`config.mk`:
```
export PLATFORM = sky130hd
export DESIGN_NAME = apb_requester_flat
export DESIGN_NICKNAME = d
export VERILOG_FILES = /design/src/rtl/apb_requester_if.sv /design/src/rtl/apb_requester.sv /design/src/flat_wrapper.sv
export SDC_FILE = /design/constraint.sdc
export NUM_CORES = 1
export LEC_CHECK = 0
export CORE_UTILIZATION = 43
export CTS_BUF_LIST = sky130_fd_sc_hd__clkbuf_16
export CTS_CLUSTER_DIAMETER = 40
export DETAILED_ROUTE_END_ITERATION = 7
export PLACE_DENSITY = 0.9
export SLEW_MARGIN = 0
export SYNTH_ARGS = -nofsm -noshare
export SYNTH_HDL_FRONTEND = slang
export SYNTH_SLANG_ARGS = --single-unit
```
`constraint.sdc`:
```
create_clock -name pclk -period 2.5 [get_ports pclk]
set_clock_uncertainty 0.15 [all_clocks]
set_input_delay 0.625 -clock pclk [delete_from_list [all_inputs] [get_ports pclk]]
set_output_delay 0.625 -clock pclk [all_outputs]
set_load 0.02 [all_outputs]
```
`src/rtl/apb_requester_if.sv`:
```
// rtl/apb_requester_if.sv - command, APB bus and response signal bundle for apb_requester
//
// Purpose: groups the command handshake, the APB requester bus and the
// response strobe into one interface.
// Modports:
//   master - the requester: takes cmd_* and completer returns, drives
//            cmd_ready, the APB request signals and rsp_*.
//   slave  - the environment: offers commands and acts as the APB completer.
// Signals: cmd_valid/cmd_ready/cmd_write/cmd_addr/cmd_wdata,
//          psel/penable/pwrite/paddr/pwdata/pready/prdata/pslverr,
//          rsp_valid/rsp_rdata/rsp_error.

interface apb_requester_if #(
  parameter int ADDR_W = 2,
  parameter int DATA_W = 8
);
  logic              cmd_valid;
  logic              cmd_ready;
  logic              cmd_write;
  logic [ADDR_W-1:0] cmd_addr;
  logic [DATA_W-1:0] cmd_wdata;

  logic              psel;
  logic              penable;
  logic              pwrite;
  logic [ADDR_W-1:0] paddr;
  logic [DATA_W-1:0] pwdata;
  logic              pready;
  logic [DATA_W-1:0] prdata;
  logic              pslverr;

  logic              rsp_valid;
  logic [DATA_W-1:0] rsp_rdata;
  logic              rsp_error;

  modport master (
    input  cmd_valid, cmd_write, cmd_addr, cmd_wdata,
    input  pready, prdata, pslverr,
    output cmd_ready,
    output psel, penable, pwrite, paddr, pwdata,
    output rsp_valid, rsp_rdata, rsp_error
  );

  modport slave (
    output cmd_valid, cmd_write, cmd_addr, cmd_wdata,
    output pready, prdata, pslverr,
    input  cmd_ready,
    input  psel, penable, pwrite, paddr, pwdata,
    input  rsp_valid, rsp_rdata, rsp_error
  );
endinterface

```
`src/rtl/apb_requester.sv`:
```
// rtl/apb_requester.sv - APB requester turning single commands into SETUP/ACCESS transfers
//
// Purpose: accepts one command at a time in IDLE, runs an APB transfer
// (SETUP for one cycle, ACCESS until pready), and reports completion with a
// one-cycle rsp_valid carrying read data and error status.
// Ports:
//   pclk     - bus clock, rising edge
//   preset_n - asynchronous active-low reset
//   bus      - apb_requester_if.master (command, APB bus, response)
// Optional feature: define APB_TIMEOUT_EN to abort an ACCESS phase after
// TIMEOUT_CYCLES cycles with pready low (response with rsp_error=1).

module apb_requester #(
  parameter int ADDR_W         = 2,
  parameter int DATA_W         = 8,
  parameter int TIMEOUT_CYCLES = 16
) (
  input  logic             pclk,
  input  logic             preset_n,
  apb_requester_if.master  bus
);

  typedef enum logic [1:0] {
    ST_IDLE   = 2'd0,
    ST_SETUP  = 2'd1,
    ST_ACCESS = 2'd2
  } state_e;

  state_e            state_q;
  logic              cmd_ready_q;
  logic              psel_q;
  logic              penable_q;
  logic              pwrite_q;
  logic [ADDR_W-1:0] paddr_q;
  logic [DATA_W-1:0] pwdata_q;
  logic              rsp_valid_q;
  logic [DATA_W-1:0] rsp_rdata_q;
  logic              rsp_error_q;

`ifdef APB_TIMEOUT_EN
  logic [7:0]        wait_cnt_q;
`endif

  // An out-of-range TIMEOUT_CYCLES leaves this marker block in the hierarchy.
  if (TIMEOUT_CYCLES < 1 || TIMEOUT_CYCLES > 255) begin : g_timeout_cycles_out_of_range
  end

  always_ff @(posedge pclk or negedge preset_n) begin
    if (!preset_n) begin
      state_q     <= ST_IDLE;
      cmd_ready_q <= 1'b1;
      psel_q      <= 1'b0;
      penable_q   <= 1'b0;
      pwrite_q    <= 1'b0;
      paddr_q     <= '0;
      pwdata_q    <= '0;
      rsp_valid_q <= 1'b0;
      rsp_rdata_q <= '0;
      rsp_error_q <= 1'b0;
`ifdef APB_TIMEOUT_EN
      wait_cnt_q  <= 8'd0;
`endif
    end else begin
      // Response strobe lives for the first IDLE cycle only.
      rsp_valid_q <= 1'b0;

      case (state_q)
        ST_IDLE: begin
          if (bus.cmd_valid && cmd_ready_q) begin
            state_q     <= ST_SETUP;
            cmd_ready_q <= 1'b0;
            psel_q      <= 1'b1;
            pwrite_q    <= bus.cmd_write;
            paddr_q     <= bus.cmd_addr;
            pwdata_q    <= bus.cmd_write ? bus.cmd_wdata : '0;
          end
        end

        ST_SETUP: begin
          state_q   <= ST_ACCESS;
          penable_q <= 1'b1;
`ifdef APB_TIMEOUT_EN
          wait_cnt_q <= 8'd0;
`endif
        end

        ST_ACCESS: begin
          if (bus.pready) begin
            state_q     <= ST_IDLE;
            cmd_ready_q <= 1'b1;
            psel_q      <= 1'b0;
            penable_q   <= 1'b0;
            rsp_valid_q <= 1'b1;
            rsp_rdata_q <= pwrite_q ? '0 : bus.prdata;
            rsp_error_q <= bus.pslverr;
          end
`ifdef APB_TIMEOUT_EN
          // This edge would bring the low-pready count to TIMEOUT_CYCLES.
          else if (wait_cnt_q == 8'(TIMEOUT_CYCLES - 1)) begin
            state_q     <= ST_IDLE;
            cmd_ready_q <= 1'b1;
            psel_q      <= 1'b0;
            penable_q   <= 1'b0;
            rsp_valid_q <= 1'b1;
            rsp_rdata_q <= '0;
            rsp_error_q <= 1'b1;
          end else begin
            wait_cnt_q <= wait_cnt_q + 8'd1;
          end
`endif
        end

        default: begin
          state_q     <= ST_IDLE;
          cmd_ready_q <= 1'b1;
          psel_q      <= 1'b0;
          penable_q   <= 1'b0;
        end
      endcase
    end
  end

  assign bus.cmd_ready = cmd_ready_q;
  assign bus.psel      = psel_q;
  assign bus.penable   = penable_q;
  assign bus.pwrite    = pwrite_q;
  assign bus.paddr     = paddr_q;
  assign bus.pwdata    = pwdata_q;
  assign bus.rsp_valid = rsp_valid_q;
  assign bus.rsp_rdata = rsp_rdata_q;
  assign bus.rsp_error = rsp_error_q;

endmodule

```
`src/flat_wrapper.sv`:
```
// flat-port wrapper written by rule: the top's interface ports become plain ports
module apb_requester_flat 
#(
  parameter int ADDR_W         = 2,
  parameter int DATA_W         = 8,
  parameter int TIMEOUT_CYCLES = 16
)
  (pclk, preset_n, bus_cmd_valid, bus_cmd_write, bus_cmd_addr, bus_cmd_wdata, bus_pready, bus_prdata, bus_pslverr, bus_cmd_ready, bus_psel, bus_penable, bus_pwrite, bus_paddr, bus_pwdata, bus_rsp_valid, bus_rsp_rdata, bus_rsp_error);
  apb_requester_if #(.ADDR_W(ADDR_W), .DATA_W(DATA_W)) bus_i ();
  input  logic pclk;
  input  logic preset_n;
  input wire logic [$bits(bus_i.cmd_valid)-1:0] bus_cmd_valid;
  input wire logic [$bits(bus_i.cmd_write)-1:0] bus_cmd_write;
  input wire logic [$bits(bus_i.cmd_addr)-1:0] bus_cmd_addr;
  input wire logic [$bits(bus_i.cmd_wdata)-1:0] bus_cmd_wdata;
  input wire logic [$bits(bus_i.pready)-1:0] bus_pready;
  input wire logic [$bits(bus_i.prdata)-1:0] bus_prdata;
  input wire logic [$bits(bus_i.pslverr)-1:0] bus_pslverr;
  output wire logic [$bits(bus_i.cmd_ready)-1:0] bus_cmd_ready;
  output wire logic [$bits(bus_i.psel)-1:0] bus_psel;
  output wire logic [$bits(bus_i.penable)-1:0] bus_penable;
  output wire logic [$bits(bus_i.pwrite)-1:0] bus_pwrite;
  output wire logic [$bits(bus_i.paddr)-1:0] bus_paddr;
  output wire logic [$bits(bus_i.pwdata)-1:0] bus_pwdata;
  output wire logic [$bits(bus_i.rsp_valid)-1:0] bus_rsp_valid;
  output wire logic [$bits(bus_i.rsp_rdata)-1:0] bus_rsp_rdata;
  output wire logic [$bits(bus_i.rsp_error)-1:0] bus_rsp_error;
  assign bus_i.cmd_valid = bus_cmd_valid;
  assign bus_i.cmd_write = bus_cmd_write;
  assign bus_i.cmd_addr = bus_cmd_addr;
  assign bus_i.cmd_wdata = bus_cmd_wdata;
  assign bus_i.pready = bus_pready;
  assign bus_i.prdata = bus_prdata;
  assign bus_i.pslverr = bus_pslverr;
  assign bus_cmd_ready = bus_i.cmd_ready;
  assign bus_psel = bus_i.psel;
  assign bus_penable = bus_i.penable;
  assign bus_pwrite = bus_i.pwrite;
  assign bus_paddr = bus_i.paddr;
  assign bus_pwdata = bus_i.pwdata;
  assign bus_rsp_valid = bus_i.rsp_valid;
  assign bus_rsp_rdata = bus_i.rsp_rdata;
  assign bus_rsp_error = bus_i.rsp_error;
  apb_requester #(.ADDR_W(ADDR_W), .DATA_W(DATA_W), .TIMEOUT_CYCLES(TIMEOUT_CYCLES)) u_core (.pclk(pclk), .preset_n(preset_n), .bus(bus_i));
endmodule
```
**Yosys cells after proc, flatten, opt, wreduce, memory -nomap -nowiden**

Cells that the tools add are included.

- Bits in registers: 26

- Muxes and demuxes: 14
- Reductions and logical operators: 7
- Bitwise logic cells: 2
- Equality and inequality tests: 4

Operators by type and width:

| kind | number |
|---|---|
| 2-to-1 mux 8 bit | 2 |
| case mux 1 bit (3 select lines) | 3 |
| AND reduction 2 bit | 4 |
| 2-to-1 mux 1 bit | 6 |
| case mux 2 bit (3 select lines) | 1 |
| 2-to-1 mux 2 bit | 2 |
| AND reduction 3 bit | 1 |
| == test 2 x 1 -> 1 bit, second input constant | 1 |
| == test 2 bit, second input constant | 1 |
| logical NOT 2 bit | 1 |
| inequality test 2 x 1 -> 1 bit, second input constant | 1 |
| inequality test 2 bit, second input constant | 1 |
| inverter 1 bit | 2 |
| logical AND 1 bit | 1 |

**Logic depth before layout (Yosys ltp)**

Gate-level depths: netlist of run 1.

- Depth in word-level cells: 3
- Mapped depth: 4
- Depth with buffers taken out: 3

**Worst setup path after synthesis of run 1**

OpenSTA, ideal clock, no wires.

- Path type: register -> register
- From: register u_core.cmd_ready_q, in the netlist u_core.bus.cmd_ready
- To: register u_core.paddr_q[1], in the netlist u_core.bus.paddr[1]
- Stages on the path, launching flop included: 4
- Arrival: 1.165 ns
- Slack: 1.060 ns
- Period minus slack after synthesis: 1.440 ns
- Setup time: 0.125 ns
- Buffers on the path: 1
- Data required time: 2.225 ns
- Cells stage by stage: dfstp_2 -> nand4bb_4 -> buf_6 -> mux2_4

- Longest elaborated chain between the ends: 2

Ends and longest elaborated chain:

| what | RTL line | source |
|---|---|---|
| from (decl) | apb_requester.sv:30 | `logic cmd_ready_q;` |
| from (signal assigned) | apb_requester.sv:51 | `cmd_ready_q <= 1'b1;` |
| from (signal assigned) | apb_requester.sv:71 | `cmd_ready_q <= 1'b0;` |
| from (signal assigned) | apb_requester.sv:90 | `cmd_ready_q <= 1'b1;` |
| logical AND 1 bit | apb_requester.sv:69 | `if (bus.cmd_valid && cmd_ready_q) begin` |
| AND reduction 2 bit (no line) | n/a |  |
| to (signal assigned) | apb_requester.sv:74 | `paddr_q <= bus.cmd_addr;` |
| to (decl) | apb_requester.sv:34 | `logic [ADDR_W-1:0] paddr_q;` |

No other way between the ends.
A chain may end at the register's enable or synchronous reset.

**Worst setup path in the final report of run 1**

- From: register u_core.cmd_ready_q, in the netlist u_core.bus.cmd_ready
- To: output bus_cmd_ready

RTL lines:

| what | RTL line | source |
|---|---|---|
| to (decl) | flat_wrapper.sv:19 | `output wire logic [$bits(bus_i.cmd_ready)-1:0] bus_cmd_ready;` |

No word-level cell between the ends.

==> results.sh, run 1 <==
export IMPL_outcome="finished, final reports clean"
export IMPL_cts_buffers=3
export IMPL_clk_path_buf_depth=2
export IMPL_holdBufCountCts=0
export IMPL_hold_viol=0
export IMPL_setup_tns_ns=0
export IMPL_crit_type="register to output port"
export IMPL_critPathSlowestCell="clkdlybuf4s50_1"
export IMPL_gp_congestion=0.694
export IMPL_ir_drop_mv=0.427
export IMPL_antenna_found_initial=0
export IMPL_htreeDepth=1
export IMPL_whs_path_depth=2
export IMPL_cp_max_fo=4
export IMPL_max_cap_violations=0
export IMPL_die_h_microns=51.6
export IMPL_place_area_sq_um=1550
export IMPL_clk_latency_ns=0.25
export IMPL_power_total_w=0.00129
export IMPL_synth_area_per_cell_sq_um=11.0
export IMPL_wl_microns=2220
export IMPL_cts_resized_gates=0
export IMPL_leakagePower_nw=0.766
export IMPL_hold_class="register to register"
export IMPL_final_layout_size_suffix_gt1_frac=0.0897
export IMPL_cp_arrival_ns=1.45
export IMPL_yosysSeqAreaShare=0.617
export IMPL_synth_top_cell_area_share=0.592
export IMPL_fmax_mhz=449
export IMPL_die_area_sq_um=2660
export IMPL_path_cells="clkdlybuf4s50_1"
export IMPL_tightest_slew_ns=0.309
export IMPL_syn_to_final_growth_pct=56.3
export IMPL_synthAdderAreaFrac=0
export IMPL_synth_area_sq_um=1060
export IMPL_path_buf_inv=1
export IMPL_slew_headroom=0.793
export IMPL_end_kind="output port"
export IMPL_regArea_sq_um=652
export IMPL_crit_family="buffers and inverters"
export IMPL_synth_simple_area_share=0.185
export IMPL_grt_pass1_vias=815
export IMPL_post_place_ws_ns=0.368
export IMPL_final_nets=170
export IMPL_hold_slack_ns=0.330
export IMPL_worstHoldEndpoint="u_core.bus.rsp_rdata[6]"
export IMPL_finalCriticalPeriod_ns=2.23
export IMPL_multiInputGateArea_sq_um=362
export IMPL_grt_use_total=0.181
export IMPL_via_per_inst=4.83
export IMPL_wire_per_inst_microns=12.8
export IMPL_grt_max_degree=22
export IMPL_root_buffer="clkbuf_16"
export IMPL_antenna_cells=0
export IMPL_coreArea_sq_um=2250
export IMPL_fin_crit_sh=0.891
export IMPL_synth_xor_xnor_area_share=0
export IMPL_vias=836
export IMPL_nFillCells=185
export IMPL_layout_commonest_cell="clkdlybuf4s50_1"
export IMPL_synth_seq_cells=26
export IMPL_worstSetupStartpointType="register"
export IMPL_final_cell_mix="clkdlybuf4s50_1 (47), nand2_1 (26), dfrtp_1 (25), o21ai_0 (17), nand2b_1 (8)"
export IMPL_cts_setup_buffers=0
export IMPL_grt_overflow=0
export IMPL_die_w_microns=51.6
export IMPL_max_stage_delay_ns=0.63
export IMPL_stdcell_area_sq_um=1650
export IMPL_grt_pass1_wl_microns=3480
export IMPL_setup_viol=0
export IMPL_finalMaxSlewViolations=0
export IMPL_muxShareOfSynthArea=0.0498
export IMPL_synth_compound_area_frac=0.108
export IMPL_cts_tree="yes"
export IMPL_r2r_cells=2
export IMPL_synthDistinctLibCells=19
export IMPL_hp_start="u_core.bus.rsp_rdata[6]"
export IMPL_drt_iter0_drc=4
export IMPL_synth_cells=96
export IMPL_power_per_cell_area_nw_per_um2=781
export IMPL_start_util=0.468
export IMPL_clk_pin_slew_ns=0.06
export IMPL_worstPathRequired_ns=1.73
export IMPL_ios=48
export IMPL_rsz0062_at_grt="no"
export IMPL_ys_top_cells_by_area="dfrtp_1 (59%), nand2_1 (9.2%), o21ai_0 (8.1%)"
export IMPL_synth_top_family_by_area="simple AND/OR/NAND/NOR gates"
export IMPL_antenna_left=0
export IMPL_fin_ws_ns=0.272
export IMPL_r2r_start="u_core.bus.cmd_ready"
export IMPL_timing_rr_end="u_core.bus.pwrite"
export IMPL_yosysWarnings=0
export IMPL_rows=17
export IMPL_portBuffers=47
export IMPL_rrSetupSlack_ns=0.98
export IMPL_syn_num_nets=120
export IMPL_yosys_area_top_type="dfrtp_1"
export IMPL_first_pass_iters=3
export IMPL_cts_sinks=26
export IMPL_drc=0
export IMPL_dp_hpwl_microns=1700
-- metrics by stage --
| step | std cells | utilization |
|---|---|---|
| after CTS | 173 | 0.732 |
| after global placement | 169 | 0.685 |
| after floorplan | 96 | - |
| final | 173 | 0.732 |
| after detailed placement | 169 | 0.685 |
| after global routing | 173 | 0.732 |
-- registers in the layout, summed over array words and instances, names as in the netlist --
name and flops:
u_core.bus.penable 1, u_core.bus.pwdata 8, u_core.bus.cmd_ready 1, u_core.state_q 2, u_core.bus.rsp_valid 1, u_core.bus.pwrite 1
u_core.bus.psel 1, u_core.bus.paddr 2, u_core.bus.rsp_rdata 8, u_core.bus.rsp_error 1
-- metal layers --
layer / share of wire / GRT usage / vias up
met5: 0 / 0 / -
met4: 0.0063 / 0.0676 / 0
met3: 0.089 / 0.0409 / 2
met2: 0.49 / 0.318 / 39
met1: 0.41 / 0.215 / 384
li1: - / - / 411
-- final cells by class --
class,instances,share of cell area
timing repair buffer,49,0.294
tap,28,0.0212
clock inverter,1,0.0182
clock buffer,3,0.0455
sequential,26,0.395
inverter,3,0.00682
multi-input combinational,63,0.219
-- cells by family after synthesis --
logic type | after synthesis
compound gates | 21
buf+inv | 7
flops | 26
mux | 4
simple gates | 38
-- power by group --
group	internal (W)	switching (W)
clock	0.000318	0.000129
combinational	0.000174	0.000149
sequential	0.000483	0.0000372
total	0.000975	0.000315
-- Yosys cell counts --
master and instances:
nand2_1 26, mux2_4 2, nor2_1 1, dfrtp_1 25, buf_2 1, mux2_2 2
buf_6 2, nor3_1 1, inv_1 3, o21ai_0 17, a21o_1 1, nand4bb_4 1
o22a_1 1, nand2b_1 8, nand3b_2 1, o21a_1 1, dfstp_2 1, a21oi_1 1
buf_1 1
-- how the worst max path moves through the flow --
| stage | from | endpoint | slack (ns) | depth (start not counted) |
|---|---|---|---|---|
| 2_1_floorplan | u_core.bus.cmd_ready | u_core.bus.paddr[1] | 1.06 | 3 |
| 3_3_place_gp | bus_cmd_valid | u_core.bus.paddr[1] | 0.41 | 3 |
| 3_5_place_dp | bus_cmd_valid | u_core.bus.paddr[1] | 0.37 | 3 |
| 4_1_cts | u_core.bus.cmd_ready | bus_cmd_ready | 0.27 | 1 |
| 5_1_grt | u_core.bus.cmd_ready | bus_cmd_ready | 0.25 | 1 |
| 6_report | u_core.bus.cmd_ready | bus_cmd_ready | 0.27 | 1 |
No activity file was read; power rests on OpenSTA's default activity.
==> inputs of run 2 (changes only) <==
CORE_UTILIZATION = 36   (was 43)
PLACE_DENSITY = 0.81   (was 0.9)
clock period = 1.98 ns   (was 2.5 ns; I/O delays follow)
==> run 2 against run 1 <==
Net effect: clock-buffer cell count stayed put; worst hold slack better by 0.0056 ns; sequential cell count did not move; first-iteration DRC count increased to 3.3 times the previous value; power rose by 28%; worst setup slack worse by 0.18 ns; wire length increased by 5.7%; clock power is 29% higher; via count increased by 2.4%; die area grew 19%; core utilization is 12 points lower; critical endpoint is now bus_pwdata[2]; largest power group unchanged.
==> results.sh, run 2 (synthesized netlist as in run 1, its figures left out) <==
export IMPL_htreeDepth=1
export IMPL_final_cell_mix="clkdlybuf4s50_1 (46), nand2_1 (26), dfrtp_1 (25), o21ai_0 (17), nand2b_1 (8)"
export IMPL_portBuffers=47
export IMPL_cp_max_fo=2
export IMPL_hp_start="u_core.bus.rsp_rdata[5]"
export IMPL_p_int_w=0.00123
export IMPL_hold_class="register to register"
export IMPL_comb_power_share=0.253
export IMPL_wl_microns=2340
export IMPL_via_per_inst=4.76
export IMPL_nFillCells=231
export IMPL_root_buffer="clkbuf_16"
export IMPL_grt_pass1_wl_microns=3810
export IMPL_crit_path_start="u_core.bus.pwdata[2]"
export IMPL_drc=0
export IMPL_rrSetupSlack_ns=0.57
export IMPL_power_per_cell_area_nw_per_um2=978
export IMPL_holdBufCountCts=0
export IMPL_cp_arrival_ns=1.24
export IMPL_path_buf_inv=1
export IMPL_coreArea_sq_um=2760
export IMPL_hold_viol=0
export IMPL_antenna_found_initial=0
export IMPL_start_util=0.383
export IMPL_stdcell_area_sq_um=1680
export IMPL_grt_use_total=0.159
export IMPL_leakagePower_nw=0.788
export IMPL_antenna_left=0
export IMPL_finalCriticalPeriod_ns=1.89
export IMPL_max_cap_violations=0
export IMPL_finalMaxSlewViolations=0
export IMPL_crit_family="buffers and inverters"
export IMPL_power_total_w=0.00165
export IMPL_syn_to_final_growth_pct=59.4
export IMPL_tightest_slew_ns=0.322
export IMPL_worstSetupStartpointType="register"
export IMPL_dp_hpwl_microns=1730
export IMPL_ios=48
export IMPL_critPathSlowestCell="clkdlybuf4s50_1"
export IMPL_whs_path_depth=2
export IMPL_max_stage_delay_ns=0.62
export IMPL_grt_pass1_vias=848
export IMPL_cts_buffers=3
export IMPL_timing_rr_end="u_core.bus.pwdata[2]"
export IMPL_sequentialPowerShare=0.396
export IMPL_grt_max_degree=27
export IMPL_path_cells="clkdlybuf4s50_1"
export IMPL_end_kind="output port"
export IMPL_ir_drop_mv=0.704
export IMPL_vias=856
export IMPL_r2r_cells=4
export IMPL_clk_path_buf_depth=2
export IMPL_final_nets=174
export IMPL_drt_iter0_drc=13
export IMPL_fmax_mhz=530
export IMPL_final_layout_size_suffix_gt1_frac=0.114
export IMPL_die_w_microns=56.2
export IMPL_setup_tns_ns=0
export IMPL_outcome="finished, final reports clean"
export IMPL_first_pass_iters=4
export IMPL_clk_latency_ns=0.26
export IMPL_switchingPower_w=0.000412
export IMPL_setup_viol=0
export IMPL_switching_share=0.250
export IMPL_slew_headroom=0.785
export IMPL_die_h_microns=56.2
export IMPL_grt_overflow=0
export IMPL_rsz0062_at_grt="no"
export IMPL_fin_crit_sh=0.952
export IMPL_cts_sinks=26
export IMPL_rows=19
export IMPL_pwr_share_clk=0.351
export IMPL_wire_per_inst_microns=13.0
export IMPL_place_area_sq_um=1580
export IMPL_gp_congestion=0.696
export IMPL_worstPathRequired_ns=1.33
export IMPL_die_area_sq_um=3150
export IMPL_clk_pin_slew_ns=0.06
export IMPL_antenna_cells=0
export IMPL_cts_tree="yes"
export IMPL_layout_commonest_cell="clkdlybuf4s50_1"
export IMPL_crit_type="register to output port"
export IMPL_r2r_start="u_core.state_q[1]"
export IMPL_worstHoldEndpoint="u_core.bus.rsp_rdata[5]"
==> run 2: stage by stage <==
stage | worst slack, ns | cells | util | hold slack, ns
after floorplan | 0.540 | 96 | - | 0.0494
after global placement | 0.132 | 176 | 0.573 | 0.311
after detailed placement | 0.0802 | 176 | 0.573 | 0.325
after CTS | 0.0878 | 180 | 0.610 | 0.341
final | 0.0944 | 180 | 0.610 | 0.336
after global routing | 0.0587 | 180 | 0.610 | 0.365
==> run 2: worst max path at each step <==
stage / endpoint / cells after the start / slack, ns
floorplan: u_core.bus.paddr[1] / 3 / 0.54
global placement: u_core.bus.pwrite / 3 / 0.13
detailed placement: u_core.bus.pwdata[4] / 4 / 0.08
CTS: bus_pwdata[2] / 1 / 0.09
global route: bus_pwdata[2] / 1 / 0.06
finish: bus_pwdata[2] / 1 / 0.09
==> run 2: cell type report <==
cell class              instances  area [sq um]  area share
clock buffers                   3          75.1      0.0446
inverters                       3          11.3     0.00669
repair buffers                 53           514       0.306
multi-input cells              63           362       0.215
well taps                      31          38.8      0.0230
flip-flops and latches         26           652       0.387
clock inverters                 1          30.0      0.0178
==> run 2: power by group through the flow <==
stage | registers, W | logic (W) | clock network (W)
finish | 0.000652 | 0.000416 | 0.000578
global route | 0.000665 | 0.000448 | 0.000604
CTS | 0.000653 | 0.000423 | 0.000584
detailed placement | 0.000661 | 0.000420 | 0
global placement | 0.000657 | 0.000409 | 0
floorplan | 0.000759 | 0.0000750 | 0
==> run 2: timing repair <==
| action | CTS | global route |
|---|---|---|
| gates resized for setup | 1 | 0 |
| endpoints found under the setup margin | 1 | 0 |
| setup buffers | 0 | 0 |
==> run 2: routing by layer <==
layer	part of all wire	global-route usage	vias up
li1	-	-	420
met1	0.39	0.173	401
met3	0.086	0.0512	2
met2	0.52	0.286	33
met4	0.0034	0.0627	0
met5	0	0	-
